$ cat src/rtl/lut_function_unit.sv
// Run-time loadable truth-table evaluator: N_FUNC functions of N_IN shared inputs,
// serial table load, valid/ready evaluation. Define LUTFN_EVAL_COUNT_EN to add eval_count.
module lut_function_unit #(
    parameter int N_IN   = 3,
    parameter int N_FUNC = 4,
    localparam int CFG_W = (N_FUNC > 1) ? $clog2(N_FUNC) : 1
) (
    input  logic              clk,
    input  logic              rst_n,
    input  logic              cfg_start,
    input  logic [CFG_W-1:0]  cfg_func,
    input  logic              cfg_bit_valid,
    input  logic              cfg_bit,
    output logic              cfg_busy,
    output logic              cfg_err,
    input  logic              in_valid,
    output logic              in_ready,
    input  logic [N_IN-1:0]   in_data,
    output logic              out_valid,
    input  logic              out_ready,
    output logic [N_FUNC-1:0] out_data
`ifdef LUTFN_EVAL_COUNT_EN
    ,
    output logic [15:0]       eval_count
`endif
);

    localparam int TBL_W = 1 << N_IN;
    localparam int CNT_W = N_IN + 1;
    localparam logic [CNT_W-1:0] LAST_BIT = CNT_W'(TBL_W - 1);

    typedef enum logic [0:0] {
        ST_IDLE = 1'b0,
        ST_LOAD = 1'b1
    } state_t;

    state_t              state_q, state_d;
    logic [CFG_W-1:0]    idx_q, idx_d;
    logic [CNT_W-1:0]    cnt_q, cnt_d;
    logic [TBL_W-1:0]    shift_q, shift_d;
    logic [TBL_W-1:0]    table_q [N_FUNC];
    logic [TBL_W-1:0]    table_d [N_FUNC];
    logic                out_valid_q, out_valid_d;
    logic [N_FUNC-1:0]   out_data_q, out_data_d;
    logic                cfg_err_q, cfg_err_d;
    logic                commit_s;
    logic                start_ok_s;
    logic                in_ready_s;
    logic                accept_s;

    assign start_ok_s = cfg_start && (32'(cfg_func) < N_FUNC);
    assign in_ready_s = (state_q == ST_IDLE) && !cfg_start && (!out_valid_q || out_ready);
    assign accept_s   = in_valid && in_ready_s;

    assign cfg_busy  = (state_q == ST_LOAD);
    assign cfg_err   = cfg_err_q;
    assign in_ready  = in_ready_s;
    assign out_valid = out_valid_q;
    assign out_data  = out_data_q;

    // Load FSM: bits enter at the MSB so the first bit ends up as entry 0.
    always_comb begin
        state_d   = state_q;
        idx_d     = idx_q;
        cnt_d     = cnt_q;
        shift_d   = shift_q;
        cfg_err_d = 1'b0;
        commit_s  = 1'b0;
        case (state_q)
            ST_IDLE: begin
                if (start_ok_s) begin
                    state_d = ST_LOAD;
                    idx_d   = cfg_func;
                    cnt_d   = '0;
                    shift_d = '0;
                end else if (cfg_start) begin
                    cfg_err_d = 1'b1;
                end else begin
                    state_d = ST_IDLE;
                end
            end
            ST_LOAD: begin
                if (cfg_bit_valid) begin
                    shift_d = {cfg_bit, shift_q[TBL_W-1:1]};
                    cnt_d   = cnt_q + CNT_W'(1);
                    if (cnt_q == LAST_BIT) begin
                        commit_s = 1'b1;
                        state_d  = ST_IDLE;
                    end else begin
                        state_d = ST_LOAD;
                    end
                end else begin
                    state_d = ST_LOAD;
                end
            end
            default: begin
                state_d = ST_IDLE;
            end
        endcase
    end

    // Whole-table commit on the final bit; old table stays live until then.
    always_comb begin
        for (int f = 0; f < N_FUNC; f++) begin
            if (commit_s && (32'(idx_q) == 32'(f))) begin
                table_d[f] = shift_d;
            end else begin
                table_d[f] = table_q[f];
            end
        end
    end

    // Result register: capture on accept, hold while stalled.
    always_comb begin
        out_valid_d = out_valid_q;
        out_data_d  = out_data_q;
        if (accept_s) begin
            out_valid_d = 1'b1;
            for (int f = 0; f < N_FUNC; f++) begin
                out_data_d[f] = table_q[f][in_data];
            end
        end else if (out_ready) begin
            out_valid_d = 1'b0;
        end else begin
            out_valid_d = out_valid_q;
        end
    end

    // State, table and output registers.
    always_ff @(posedge clk or negedge rst_n) begin
        if (!rst_n) begin
            state_q     <= ST_IDLE;
            idx_q       <= '0;
            cnt_q       <= '0;
            shift_q     <= '0;
            out_valid_q <= 1'b0;
            out_data_q  <= '0;
            cfg_err_q   <= 1'b0;
            for (int f = 0; f < N_FUNC; f++) begin
                table_q[f] <= '0;
            end
        end else begin
            state_q     <= state_d;
            idx_q       <= idx_d;
            cnt_q       <= cnt_d;
            shift_q     <= shift_d;
            out_valid_q <= out_valid_d;
            out_data_q  <= out_data_d;
            cfg_err_q   <= cfg_err_d;
            table_q     <= table_d;
        end
    end

`ifdef LUTFN_EVAL_COUNT_EN
    logic [15:0] eval_count_q, eval_count_d;

    // Saturating count of accepted input vectors.
    always_comb begin
        if (accept_s && (eval_count_q != 16'hFFFF)) begin
            eval_count_d = eval_count_q + 16'd1;
        end else begin
            eval_count_d = eval_count_q;
        end
    end

    // Counter register, cleared only by reset.
    always_ff @(posedge clk or negedge rst_n) begin
        if (!rst_n) begin
            eval_count_q <= 16'd0;
        end else begin
            eval_count_q <= eval_count_d;
        end
    end

    assign eval_count = eval_count_q;
`endif

endmodule

$ cat config.mk
export PLATFORM = sky130hd
export DESIGN_NAME = lut_function_unit
export DESIGN_NICKNAME = d
export VERILOG_FILES = /design/src/rtl/lut_function_unit.sv
export SDC_FILE = /design/constraint.sdc
export NUM_CORES = 1
export LEC_CHECK = 0
export ABC_AREA = 1
export BUFFER_PORTS_ARGS = -buffer_cell sky130_fd_sc_hd__buf_2
export CAP_MARGIN = 30
export CORE_MARGIN = 2
export CORE_UTILIZATION = 41
export CTS_BUF_LIST = sky130_fd_sc_hd__clkbuf_8
export CTS_CLUSTER_SIZE = 10
export DETAILED_ROUTE_END_ITERATION = 8
export PLACE_DENSITY_LB_ADDON = 0.25
export SYNTH_ARGS = -nofsm -noshare
export SYNTH_HDL_FRONTEND = slang
export SYNTH_SLANG_ARGS = --single-unit
$ cat constraint.sdc
create_clock -name clk -period 4.4 [get_ports clk]
set_input_delay 0.22 -clock clk [delete_from_list [all_inputs] [get_ports clk]]
set_output_delay 0.22 -clock clk [all_outputs]
set_load 0.005 [all_outputs]
# Word-level counts from Yosys, hierarchy flattened
# Cells that the tools add are included.
# totals
regBits,52
output_inout_bits,8
word_cells,56
in_bits,12
# op_classes
eq_ne,6
addsub,1
magnitude_cmp,1
n_bitwise,1
muxes,23
n_reduce_logical,14
# op_table
operator,n
$mux 8,2
$pmux 8 s2,1
$bmux 1 s3,4
$mux 1,12
$mux 4,2
$pmux 4 s2,1
$logic_and 1x1->1,7
$add 4x1->4 const B,1
$eq 2x2->1 const B,2
$eq 4x3->1 const B,1
$lt 3x4->1 const B,1
$ne 2x2->1 const B,2
$reduce_and 2->1,2
$eq 2x1->1 const B,1
$logic_not 1->1,2
$logic_not 2->1,1
$pmux 1 s2,1
$reduce_bool 2->1,1
$logic_or 1x1->1,1
$not 1->1,1

# Longest topological paths before layout
# Gate-level depths: netlist (run 1).
# logic_depth
ltp_word,5
mapped_depth,8
depth_no_buf,7

# Worst setup path before layout (run 1)
# No wires, ideal clock.
# synth_timing
path_type,reg-to-reg
from,register cnt_q[0]
to,register table_q[22] in the netlist's numbering
t_required_ns,4.317
path_stages_with_launch,9
path_buffers,1
t_arrival_ns,1.322
setup_slack_ns,2.996
path_cell_list,dfrtp_1 ha_1 inv_1 nor2_1 nand3_4 nor2_4 buf_4 nand2_1 o21ai_0
# synth_via
elab_chain_cells,5
# synth_rtl
element,line,rtl
"start, declared",39,"logic [CNT_W-1:0] cnt_q, cnt_d;"
"start signal, assigned",145,cnt_q <= cnt_d;
$eq 4x3->1,86,if (cnt_q == LAST_BIT) begin
$mux 1,86,
$mux 1,83,if (cfg_bit_valid) begin
$mux 1,69,case (state_q)
$logic_and 1x1->1,105,if (commit_s && (32'(idx_q) == 32'(f))) begin
"end signal, assigned",150,table_q <= table_d;
"end, declared",41,logic [TBL_W-1:0] table_q [N_FUNC];
# No other way between the ends.
# A chain may end at the register's enable or synchronous reset.

# Worst setup path in the final report (run 1)
# layout_timing
from,"register state_q, in the netlist cfg_busy"
to,register table_q[9] in the netlist's numbering
# layout_via
elab_chain_cells,2
# layout_rtl
element,line,rtl
"start, declared",37,"state_t state_q, state_d;"
"start signal, assigned",143,state_q <= state_d;
$not 1->1 (no source line),-,
$pmux 8 s2 (*),69,
net shift_d[1],40,"logic [TBL_W-1:0] shift_q, shift_d;"
# The timed path passes the listed nets; every way through them passes the cells marked *.

==> results of run 1 <==
## synthesized netlist by cell type, types with 2 or more instances
library cell | count | area [µm²]
buf_2 | 3 | 15.01
nor2_1 | 9 | 33.78
inv_1 | 49 | 183.9
dfrtp_1 | 52 | 1301
clkbuf_1 | 2 | 7.510
o21ai_1 | 2 | 10.01
o22ai_1 | 6 | 37.54
a21oi_1 | 6 | 30.03
o21ai_0 | 34 | 170.2
buf_4 | 5 | 37.54
nand2_1 | 82 | 307.8
nor2_4 | 4 | 45.04
nand3_1 | 31 | 155.2
## power by group through the flow
stage                     Combinational (mW)  Sequential (mW)  Clock [mW]
after global placement                 0.463            0.760           0
after CTS                              0.474            0.754       0.385
after floorplan                        0.342            0.752           0
after global routing                   0.551            0.775       0.410
final                                  0.468            0.753       0.379
after detailed placement               0.469            0.764           0
## critical path, delay by kind of cell, from the launching register on
family | cells | cell delay, ps
flip-flops | 1 | 420
AO/OA/AOI/OAI | 2 | 550
AND/OR/NAND/NOR | 3 | 690
## worst max path at each step
stage / from / to
detailed placement: cfg_busy / table_q[9]
CTS: cfg_busy / table_q[20]
finish: cfg_busy / table_q[9]
global route: cfg_busy / table_q[21]
global placement: cfg_busy / table_q[23]
floorplan: cnt_q[0] / table_q[22]
## routing by layer
layer  vias up  track usage, %  wire [µm]
li1        937               -          -
met1       865           23.60       2426
met2        37           28.83       2273
met3         5           4.045        191
met4         0           4.576         55
met5         -               0          0
## final cells by class
type | instances | area share, %
clock buffer | 5 | 2.605
timing repair buffer | 19 | 3.695
sequential | 52 | 49.27
clock inverter | 2 | 2.274
multi-input combinational | 179 | 31.64
tap | 72 | 3.411
inverter | 50 | 7.106
## cells by family (layout without fill, tap and decap cells)
group,count (synthesis),count (layout),share of synthesized area [%]
simple gates,128,128,23.71
buf+inv,60,76,10.39
flops,52,52,54.56
compound gates,49,49,10.65
fa+ha+maj,1,1,0.5246
other cells,1,1,0.1572
## sequential cells by signal, indices dropped and copies added (netlist names)
register / cells
out_data: 4
out_valid: 1
shift_q: 8
table_q: 32
cfg_busy: 1
idx_q: 2
cnt_q: 4
## through the flow
step	cells	power (mW)	util, %	setup WS [ps]	hold slack, ps
4_1_cts	379	1.613	47.39	2676	45.19
6_report	379	1.600	47.39	2666	12.98
5_1_grt	379	1.735	47.39	2487	75.42
2_1_floorplan	291	1.094	-	2996	-75.59
3_3_place_gp	372	1.222	45.07	2751	382.2
3_5_place_dp	372	1.233	45.07	2708	382.1
==> summary.md, run 1 <==
| Metric | Value |
|---|---|
| Headroom to the max-slew limit | `a little under three fifths` |
| Switch share | `about a third` |
| NetSw | `approximately 540 µW` |
| Sequential power share | `47.1%` |
| Gate power share | `~30%` |
| Crit share post-route | `39.42%` |
| Initial Util | `approximately 43%` |
| Synth cell types | `19` |
| Average size of a mapped cell | `between 8 and 9 µm²` |
| RePlAce Congestion | `0.7869` |
| R2R cell count | `5` |
| CP Launch Type | `flip-flop` |
| CP cell instances | `nand2_1 -> nand2_1 -> o22ai_1 -> nand2_1 -> o21ai_0` |
| Status | `finished, final reports clean` |
| Synth Net Count | `304` |
| First-pass GRT wire length | `8549 µm` |
| Placed Area | `0.002512 mm²` |
| Seq cells post-synth | `52` |
| Final setup vio count | `0` |
| HP Class | `input port to async pin` |
| Final antenna-violating net count | `0` |
| Slew Limit Fails | `0` |
| Clock root buffer | `clkbuf_8` |
| Sequential standard cell area | `around 0.0013 mm²` |
| Peak supply drop | `~0.00022 V` |
| Max Cap Viol | `0` |
| # nets final | `320` |
| Maximum fanout along the worst path | `13` |
| Initial antenna violation count | `0` |
| Worst reg2reg setup slack | `2670 ps` |
| Most used cell, CP | `nand2_1` |
| Synth Instances | `roughly 290` |
| 1st-pass router iterations | `4` |
| Port bufs | `18` |
| Setup TNS | `0 ps` |
| Setup crit end kind | `flip-flop` |
| Most frequent cells in the layout | `82 x nand2_1, 52 x dfrtp_1, 49 x inv_1` |
| Crit path max-delay cell type | `o22ai_1` |
| CTS tree | `built` |
| RR Startpoint | `cfg_busy` |
| Critical R2R Capture | `table_q[9]` |
| CTS Buf Count | `5` |
| Area of the mapped netlist | `roughly 0.0024 mm²` |
| Worst-path clk slew | `approximately 90 ps` |
| WL final | `roughly 4900 µm` |
| H-tree Lvls | `2` |
| EDFF count, synth | `0` |
| Dpl hpwl | `3422 µm` |
| CTS max path bufs | `2` |
| Ys async rst share | `between 90% and 100%` |
| Worst Max-Slew Pin Slew | `about 650 ps` |
| CTS Sinks | `52` |
| Row count | `27` |
| Largest net degree at the start of global routing | `53` |
| Register area share after synthesis | `54.56%` |
| Setup CP Type | `flip-flop to flip-flop` |
| Core Footprint | `about 0.0056 mm²` |
| Clk_lat worst skew | `roughly 310 ps` |
| Ant diodes | `0` |
| Drt via density | `around 5` |
| Area grow syn2layout | `10.76%` |
| Wirelength per Cell | `between 10 and 15 µm` |
| Hold-fix buffers, CTS | `0` |
| Die W | `~80 µm` |
| Max Clock Freq | `0.5766 GHz` |
| Post-layout min period | `roughly 1700 ps` |
| I/O pin count | `20` |
| Total power per unit cell area | `approximately 610 mW/mm²` |
| Leak pwr | `about 1.3 nW` |
| Final clock skew | `about 5.3 ps` |
| Cell area after layout | `roughly 0.0026 mm²` |
| Vias | `about 1,800` |
| Commonest non-fill, non-tap cell in the layout | `nand2_1` |
| RSZ-0062 raised after global routing | `false` |
| Top_reg_cell synth | `dfrtp_1` |
| Remaining Overflow, GRT | `0` |
| Worst EP required | `~4600 ps` |
| Die Footprint | `0.006442 mm²` |
| Residual DRC | `0` |
| CP arrival | `~2000 ps` |
| Layout fillers | `approximately 540` |
| # resized after CTS | `0` |
| Vias in the first global route | `between 1,500 and 2,000` |
| Total track usage | `17.61%` |
| Share of cells above drive strength 1 | `between 10% and 20%` |
| Area taken by multi-input logic gates | `835.8 µm²` |
| Initial drt markers | `~160` |
| Post-CTS Setup Bufs | `0` |
| CP peak stage delay | `around 450 ps` |
| Int Pwr | `1.062 mW` |
| Clk network pwr share | `between 20% and 30%` |
| Synth Warn # | `0` |
| Die Y | `between 80 and 90 µm` |
| Final Hold Viols | `0` |
(Power assumes the default switching activity.)
==> run 2, diff against run 1 <==
--- a/config.mk
+++ b/config.mk
@@ -5,7 +5,7 @@
 export SDC_FILE = /design/constraint.sdc
 export NUM_CORES = 1
 export LEC_CHECK = 0
-export ABC_AREA = 1
+export ABC_AREA = 0
 export BUFFER_PORTS_ARGS = -buffer_cell sky130_fd_sc_hd__buf_2
 export CAP_MARGIN = 30
 export CORE_MARGIN = 2
==> constraint.sdc (replaced) <==
create_clock -name clk -period 1.5 [get_ports clk]
set_input_delay 0.075 -clock clk [delete_from_list [all_inputs] [get_ports clk]]
set_output_delay 0.075 -clock clk [all_outputs]
set_load 0.005 [all_outputs]
==> run 2 against run 1 <==
  * The run now ends with setup timing left
  * Area after synthesis up 4.3%
  * Wire length down 4.5%
  * Sequential power rose to 3.0 times the previous value
  * Hold slack better by 7.5 ps
  * Largest power group unchanged
==> summary.md, run 2 <==
| Metric | Value |
|---|---|
| Die Footprint | `0.006706 mm² (+4.1%)` |
| Top_reg_cell synth | `dfrtp_1` |
| Status | `complete, but fails checks` |
| Vias in the first global route | `1,524 (-15%)` |
| Setup CP Type | `flip-flop to flip-flop` |
| Final antenna-violating net count | `0 (unchanged)` |
| Leak pwr | `1.468 nW (+12%)` |
| Synth Net Count | `179 (-41%)` |
| Core Util, Final | `49.83% (+2.4 points)` |
| Peak supply drop | `0.0007294 V (+230%)` |
| Area grow syn2layout | `17.91%` |
| CTS Buf Count | `5 (unchanged)` |
| Design Power | `4.799 mW (+200%)` |
| Clock root buffer | `clkbuf_8` |
| Post-layout min period | `1629 ps (-105.0 ps)` |
| Remaining Overflow, GRT | `0 (unchanged)` |
| Initial drt markers | `72 (-54%)` |
| Synth top cells by count | `52 x dfrtp_1, 34 x mux2_2, 21 x mux2i_1, 11 x a22o_1, 8 x mux2_4` |
| Layout fillers | `500 (-6.5%)` |
| Initial Util | `42.26% (-0.52 points)` |
| CP delay by family, top | `simple AND/OR/NAND/NOR gates` |
| RSZ-0062 raised after global routing | `true` |
| Port bufs | `18 (unchanged)` |
| Worst EP required | `1690 ps (-2940 ps)` |
| Crit share post-route | `108.6% (+69 points)` |
| Worst-path clk slew | `90 ps (about the same)` |
| # nets final | `214 (-33%)` |
| EDFF count, synth | `0 (unchanged)` |
| Max reg flops | `32 (unchanged)` |
| CP cell instances | `ha_2 -> and4b_2 -> and4bb_1 -> buf_12 -> mux2_4` |
| CP arrival | `1820 ps (-140 ps)` |
| Total track usage | `15.19% (-2.4 points)` |
| Seq cells post-synth | `52 (unchanged)` |
| Cell taking the most area after synthesis | `dfrtp_1` |
| Area of the mapped netlist | `0.002487 mm² (+4.3%)` |
| CP peak stage delay | `370 ps (-80 ps)` |
| Post-synth top area share | `52.31% (-2.3 points)` |
| Area taken by multi-input logic gates | `0.001121 mm² (+34%)` |
| CTS max path bufs | `2 (unchanged)` |
| Max Clock Freq | `0.6137 GHz (+6.4%)` |
| Clk_lat worst skew | `300 ps (about the same)` |
| Reg with most FFs | `table_q` |
| Hold WS | `20.47 ps (+7.493 ps)` |
| Maximum fanout along the worst path | `8 (-5)` |
| Die Y | `81.89 µm (+2.0%)` |
| Cell area after layout | `0.002933 mm² (+11%)` |
| Core Footprint | `0.005886 mm² (+5.6%)` |
| Cell with the most instances after synthesis | `dfrtp_1` |
| Synth cell types | `30 (+11)` |
| Most frequent cells in the layout | `52 x dfrtp_1, 29 x mux2_2, 21 x mux2i_1` |
| Setup crit end kind | `flip-flop` |
| CP Launch Type | `flip-flop` |
| Die W | `81.89 µm (+2.0%)` |
| Share of cells above drive strength 1 | `48.02% (+37 points)` |
| Final WS setup | `-129.4 ps (-2795 ps)` |
| First-pass GRT wire length | `7514 µm (-12%)` |
| Wirelength per Cell | `17.05 µm (+31%)` |
| RePlAce Congestion | `0.7673 (-2.5%)` |
| Final clock skew | `8.036 ps (+2.768 ps)` |
| Residual DRC | `0 (unchanged)` |
| Synth area leaders | `dfrtp_1 52%, mux2_2 15%, mux2i_1 8.5%, mux2_4 4.8%, a22o_1 3.9%` |
| Placed Area | `0.002743 mm² (+9.2%)` |
| Initial antenna violation count | `0 (unchanged)` |
| WP buf/inv | `1 (+1)` |
| Max Cap Viol | `0 (unchanged)` |
| Commonest non-fill, non-tap cell in the layout | `dfrtp_1` |
| HP Class | `input port to flip-flop` |
| Final setup vio count | `32 (+32)` |
| Row count | `28 (+3.7%)` |
| 1st-pass router iterations | `4 (unchanged)` |
| I/O pin count | `20 (unchanged)` |
| Registers with the most flip-flops | `table_q (32), shift_q (8)` |
| Drt via density | `5.271 (+8.3%)` |
| Pre-CTS setup slack | `-221.4 ps (-2929 ps)` |
| H-tree Lvls | `2 (unchanged)` |
| Register area share after synthesis | `52.31% (-2.3 points)` |
| Crit path max-delay cell type | `dfrtp_1` |
| CTS Sinks | `52 (unchanged)` |
| Vias | `1,460 (-21%)` |
| Ys async rst share | `100.0% (unchanged)` |
| Ant diodes | `0 (unchanged)` |
| Average size of a mapped cell | `14.98 µm² (+83%)` |
| Slew Limit Fails | `0 (unchanged)` |
| WL final | `4724 µm (-4.5%)` |
| Sequential standard cell area | `0.001301 mm² (unchanged)` |
| Synth Warn # | `0 (unchanged)` |
| Failing checks | `setup timing` |
| Largest net degree at the start of global routing | `53 (unchanged)` |
| Synth Instances | `166 (-43%)` |
| CTS tree | `built` |
| Total power per unit cell area | `1636 mW/mm² (+170%)` |
| Final Hold Viols | `0 (unchanged)` |
| Dpl hpwl | `3399 µm (-0.68%)` |
run 2: changes by cell type after synthesis, moves of 21 or more:
cell and delta:
inv_1 -45, mux2_2 +34, mux2i_1 +21, nand2_1 -80, nand3_1 -30, o21ai_0 -34
run 2: final timing paths:
check	startpoint	end	slack, ps	cells after the start
max in group asynchronous	rst_n	table_q[20]	970	3
min in group asynchronous	rst_n	out_valid	290	3
min	in_valid	out_valid	20	3
min reg2reg	table_q[14]	table_q[14]	510	1
max	cnt_q[0]	table_q[24]	-130	5
max reg2reg	cnt_q[0]	table_q[24]	-130	5
run 2: through the flow:
stage / std cells / TNS, ps
2_1_floorplan: 166 / -991.3
3_3_place_gp: 264 / -2505
3_5_place_dp: 264 / -3953
4_1_cts: 274 / -3181
5_1_grt: 277 / -4736
6_report: 277 / -2567
run 2: worst register-to-register path: stages (launching register included):
cell	delay (ps)
dfrtp_1	370
ha_2	180
and4b_2	270
and4bb_1	250
buf_12	150
mux2_4	300
run 2: power breakdown:
part	total (mW)	switching, mW	internal (mW)
logic	1.73	0.721	1.01
registers	2.29	0.357	1.93
clock network	0.780	0.417	0.363
run 2: per-layer routing:
metal  share of wire (%)  GRT usage (%)  up-vias
li1                    -              -      675
met1                  44          18.13      748
met2                  52          27.32       32
met3                 3.2          3.626        5
met4                0.97          4.000        0
met5                   0              0        -
run 2: kinds of logic after synthesis:
| family | after synthesis | synth area share [%] |
|---|---|---|
| AOI/OAI and AO/OA | 13 | 4.477 |
| and+or+nand+nor | 14 | 4.528 |
| adders and majority gates | 1 | 0.5029 |
| buffers and inverters | 15 | 4.678 |
| DFF | 52 | 52.31 |
| other | 1 | 0.1508 |
| xor gates and xnor gates | 3 | 1.057 |
| muxes | 67 | 32.29 |
run 2: timing repair:
| item | in CTS | in global routing |
|---|---|---|
| setup buffers | 2 | 0 |
| hold buffers | 1 | 2 |
| gates cloned | 0 | 1 |
| resized for setup | 8 | 9 |
| setup endpoints to repair | 35 | 37 |
| pin swaps | 1 | 1 |
| hold endpoints to repair | 52 | 2 |
run 2: area by class of cell:
cell class	instances	share of cell area, %
flip-flops and latches	52	44.37
multi-input cells	99	38.23
inverters	4	0.5119
clock inverters	2	0.2560
repair buffers	39	10.62
clock buffers	6	2.816
well taps	75	3.200
==> run 3, diff against run 2 <==
--- a/config.mk
+++ b/config.mk
@@ -13,6 +13,7 @@
 export CTS_BUF_LIST = sky130_fd_sc_hd__clkbuf_8
 export CTS_CLUSTER_SIZE = 10
 export DETAILED_ROUTE_END_ITERATION = 8
+export GPL_ROUTABILITY_DRIVEN = 0
 export PLACE_DENSITY_LB_ADDON = 0.25
 export SYNTH_ARGS = -nofsm -noshare
 export SYNTH_HDL_FRONTEND = slang
==> constraint.sdc (replaced) <==
create_clock -name clk -period 1.4 [get_ports clk]
set_input_delay 0.07 -clock clk [delete_from_list [all_inputs] [get_ports clk]]
set_output_delay 0.07 -clock clk [all_outputs]
set_load 0.005 [all_outputs]
==> run 3 against run 2 <==
  * The run still ends with setup timing left
  * Sequential power rose by 8%
  * Utilization increased by 0.45 points
  * Sequential share of layout area is 0.39 points lower
  * Non-clock buffer count up 2
  * Final area grew 0.90%
  * Power up 11%
==> summary.md, run 3 (synthesis gave the netlist of run 2 again) <==
| Metric | Value |
|---|---|
| Status | `complete, but fails checks` |
| Failing checks | `setup timing` |
| Pre-CTS setup slack | `-323.5 ps (-102.1 ps)` |
| Residual DRC | `0 (unchanged)` |
| Worst Setup EP | `table_q[28]` |
| Critical R2R Capture | `table_q[28]` |
| First-pass GRT wire length | `8086 µm (+7.6%)` |
| Vias | `1,476 (+1.1%)` |
| I/O pin count | `20 (unchanged)` |
| Die Y | `81.89 µm (unchanged)` |
| Max reg flops | `32 (unchanged)` |
| Crit share post-route | `118.2% (+9.5 points)` |
| # nets final | `216 (+0.93%)` |
| Wirelength per Cell | `17.48 µm (+2.5%)` |
| WL final | `4876 µm (+3.2%)` |
| Max Clock Freq | `0.6044 GHz (-1.5%)` |
| RR Startpoint | `cnt_q[1]` |
| CTS tree | `built` |
| Worst reg2reg setup slack | `-250 ps (-130 ps)` |
| Registers with the most flip-flops | `table_q (32), shift_q (8)` |
| Maximum fanout along the worst path | `8 (unchanged)` |
| Post-layout min period | `1654 ps (+25.05 ps)` |
| Hold WS | `80.06 ps (+59.59 ps)` |
| Slew Limit Fails | `0 (unchanged)` |
| RSZ-0062 raised after global routing | `true` |
| Initial Util | `42.26% (unchanged)` |
| R2R cell count | `5 (unchanged)` |
| CTS Buf Count | `5 (unchanged)` |
| Placed insts | `263 (-0.38%)` |
| Leak pwr | `1.463 nW (-0.36%)` |
| Initial antenna violation count | `0 (unchanged)` |
| Final Hold Viols | `0 (unchanged)` |
| Vias in the first global route | `1,579 (+3.6%)` |
| CTS Sinks | `52 (unchanged)` |
| Cell area after layout | `0.002959 mm² (+0.90%)` |
| Drt via density | `5.290 (+0.37%)` |
| Finished Layout Cells | `279 (+0.72%)` |
| Setup crit end kind | `flip-flop` |
| CP Launch Type | `flip-flop` |
| Switch share | `31.28% (+0.14 points)` |
| Core Footprint | `0.005886 mm² (unchanged)` |
| Clk_lat worst skew | `310 ps (about the same)` |
| CTS max path bufs | `2 (unchanged)` |
| Remaining Overflow, GRT | `0 (unchanged)` |
| Max Cap Viol | `0 (unchanged)` |
| Setup CP Type | `flip-flop to flip-flop` |
| Clock root buffer | `clkbuf_8` |
| Gate power share | `34.8% (-1.3 points)` |
| CP arrival | `1850 ps (+30 ps)` |
| Most frequent cells in the layout | `52 x dfrtp_1, 34 x mux2_2, 20 x mux2i_1` |
| Row count | `28 (unchanged)` |
| Die W | `81.89 µm (unchanged)` |
| Placed Area | `0.002735 mm² (-0.27%)` |
| Initial drt markers | `95 (+32%)` |
| Clk network pwr share | `19.1% (+2.8 points)` |
| HP Class | `input port to flip-flop` |
| Largest net degree at the start of global routing | `38 (-28%)` |
| Area grow syn2layout | `18.96%` |
| Peak supply drop | `0.0007685 V (+5.4%)` |
| Core Util, Final | `50.28% (+0.45 points)` |
| NetSw | `1.673 mW (+12%)` |
| H-tree Lvls | `2 (unchanged)` |
| Share of cells above drive strength 1 | `48.53% (+0.51 points)` |
| Worst-path clk slew | `90 ps (about the same)` |
| Total power per unit cell area | `1807 mW/mm² (+10%)` |
| Final setup vio count | `32 (unchanged)` |
| Final WS setup | `-254.4 ps (-125.1 ps)` |
| Int Pwr | `3.675 mW (+11%)` |
| Total track usage | `16.11% (+0.91 points)` |
| Die Footprint | `0.006706 mm² (unchanged)` |
| Dpl hpwl | `3463 µm (+1.9%)` |
| Ant diodes | `0 (unchanged)` |
| Sequential power share | `46.1% (-1.6 points)` |
| Worst setup path start | `cnt_q[1]` |
| Worst EP required | `1590 ps (-100 ps)` |
| Final clock skew | `11.60 ps (+3.567 ps)` |
| Commonest non-fill, non-tap cell in the layout | `dfrtp_1` |
| Final antenna-violating net count | `0 (unchanged)` |
| Port bufs | `18 (unchanged)` |
| Reg with most FFs | `table_q` |
| 1st-pass router iterations | `4 (unchanged)` |
-- run 3: cell count changes in the layout (fill, tap and decap cells not counted), moves of 2 or more --
| cell | change |
|---|---|
| a22o_1 | +2 |
| a22o_2 | -2 |
| mux2_2 | +5 |
| buf_6 | +2 |
| mux2_4 | -5 |
-- run 3: final cells by class --
| type | count | area (µm²) |
|---|---|---|
| Sequential cell | 52 | 1301 |
| Fill cell | 511 | 2927 |
| Inverter | 4 | 15.01 |
| Tap cell | 75 | 93.84 |
| Clock buffer | 5 | 68.82 |
| Timing Repair Buffer | 41 | 331.6 |
| Clock inverter | 3 | 38.79 |
| Multi-Input combinational cell | 99 | 1110 |
-- run 3: layer usage --
layer  vias up  GRT usage [%]  part of all wire, %
met1       771          19.59                   44
met2        20          28.54                   52
met4         0          5.000                  1.3
li1        678              -                    -
met5         -              0                    0
met3         7          3.297                  2.6
-- run 3: what timing repair did --
| item | 4_1_cts | 5_1_grt |
|---|---|---|
| hold buffers | 4 | 0 |
| pin swaps | 2 | 2 |
| setup buffers | 3 | 1 |
| gates resized for setup | 10 | 3 |
| endpoints found under the hold margin | 18 | 0 |
| endpoints found under the setup margin | 37 | 37 |
| cloned | 1 | 0 |
-- run 3: how the worst min path moves through the flow --
stage,from,to,cells after the start
2_1_floorplan,rst_n,cfg_busy,0
3_3_place_gp,rst_n,shift_q[1],1
3_5_place_dp,rst_n,shift_q[0],1
4_1_cts,out_ready,out_valid,3
5_1_grt,out_ready,out_valid,3
6_report,out_ready,out_valid,3
-- run 3: worst max-delay path, cell delays in order, from the launching register on --
cell and delay, ps:
dfrtp_1 370, ha_2 180, and4b_2 280, and4bb_1 260, buf_12 150, mux2_4 300
-- run 3: metrics by stage --
stage,power (mW),setup TNS (ps)
after floorplan,3.607,-4179
after global placement,4.101,-5694
after detailed placement,4.238,-7556
after CTS,5.352,-6019
after global routing,5.680,-7995
final,5.348,-6180
-- run 3: power groups by stage --
stage          Clock [mW]  Sequential (mW)  Combinational (mW)
3_5_place_dp            0             2.47                1.77
2_1_floorplan           0             2.36                1.25
4_1_cts              1.04             2.46                1.85
3_3_place_gp            0             2.41                1.69
5_1_grt              1.09             2.54                2.04
6_report             1.02             2.47                1.86
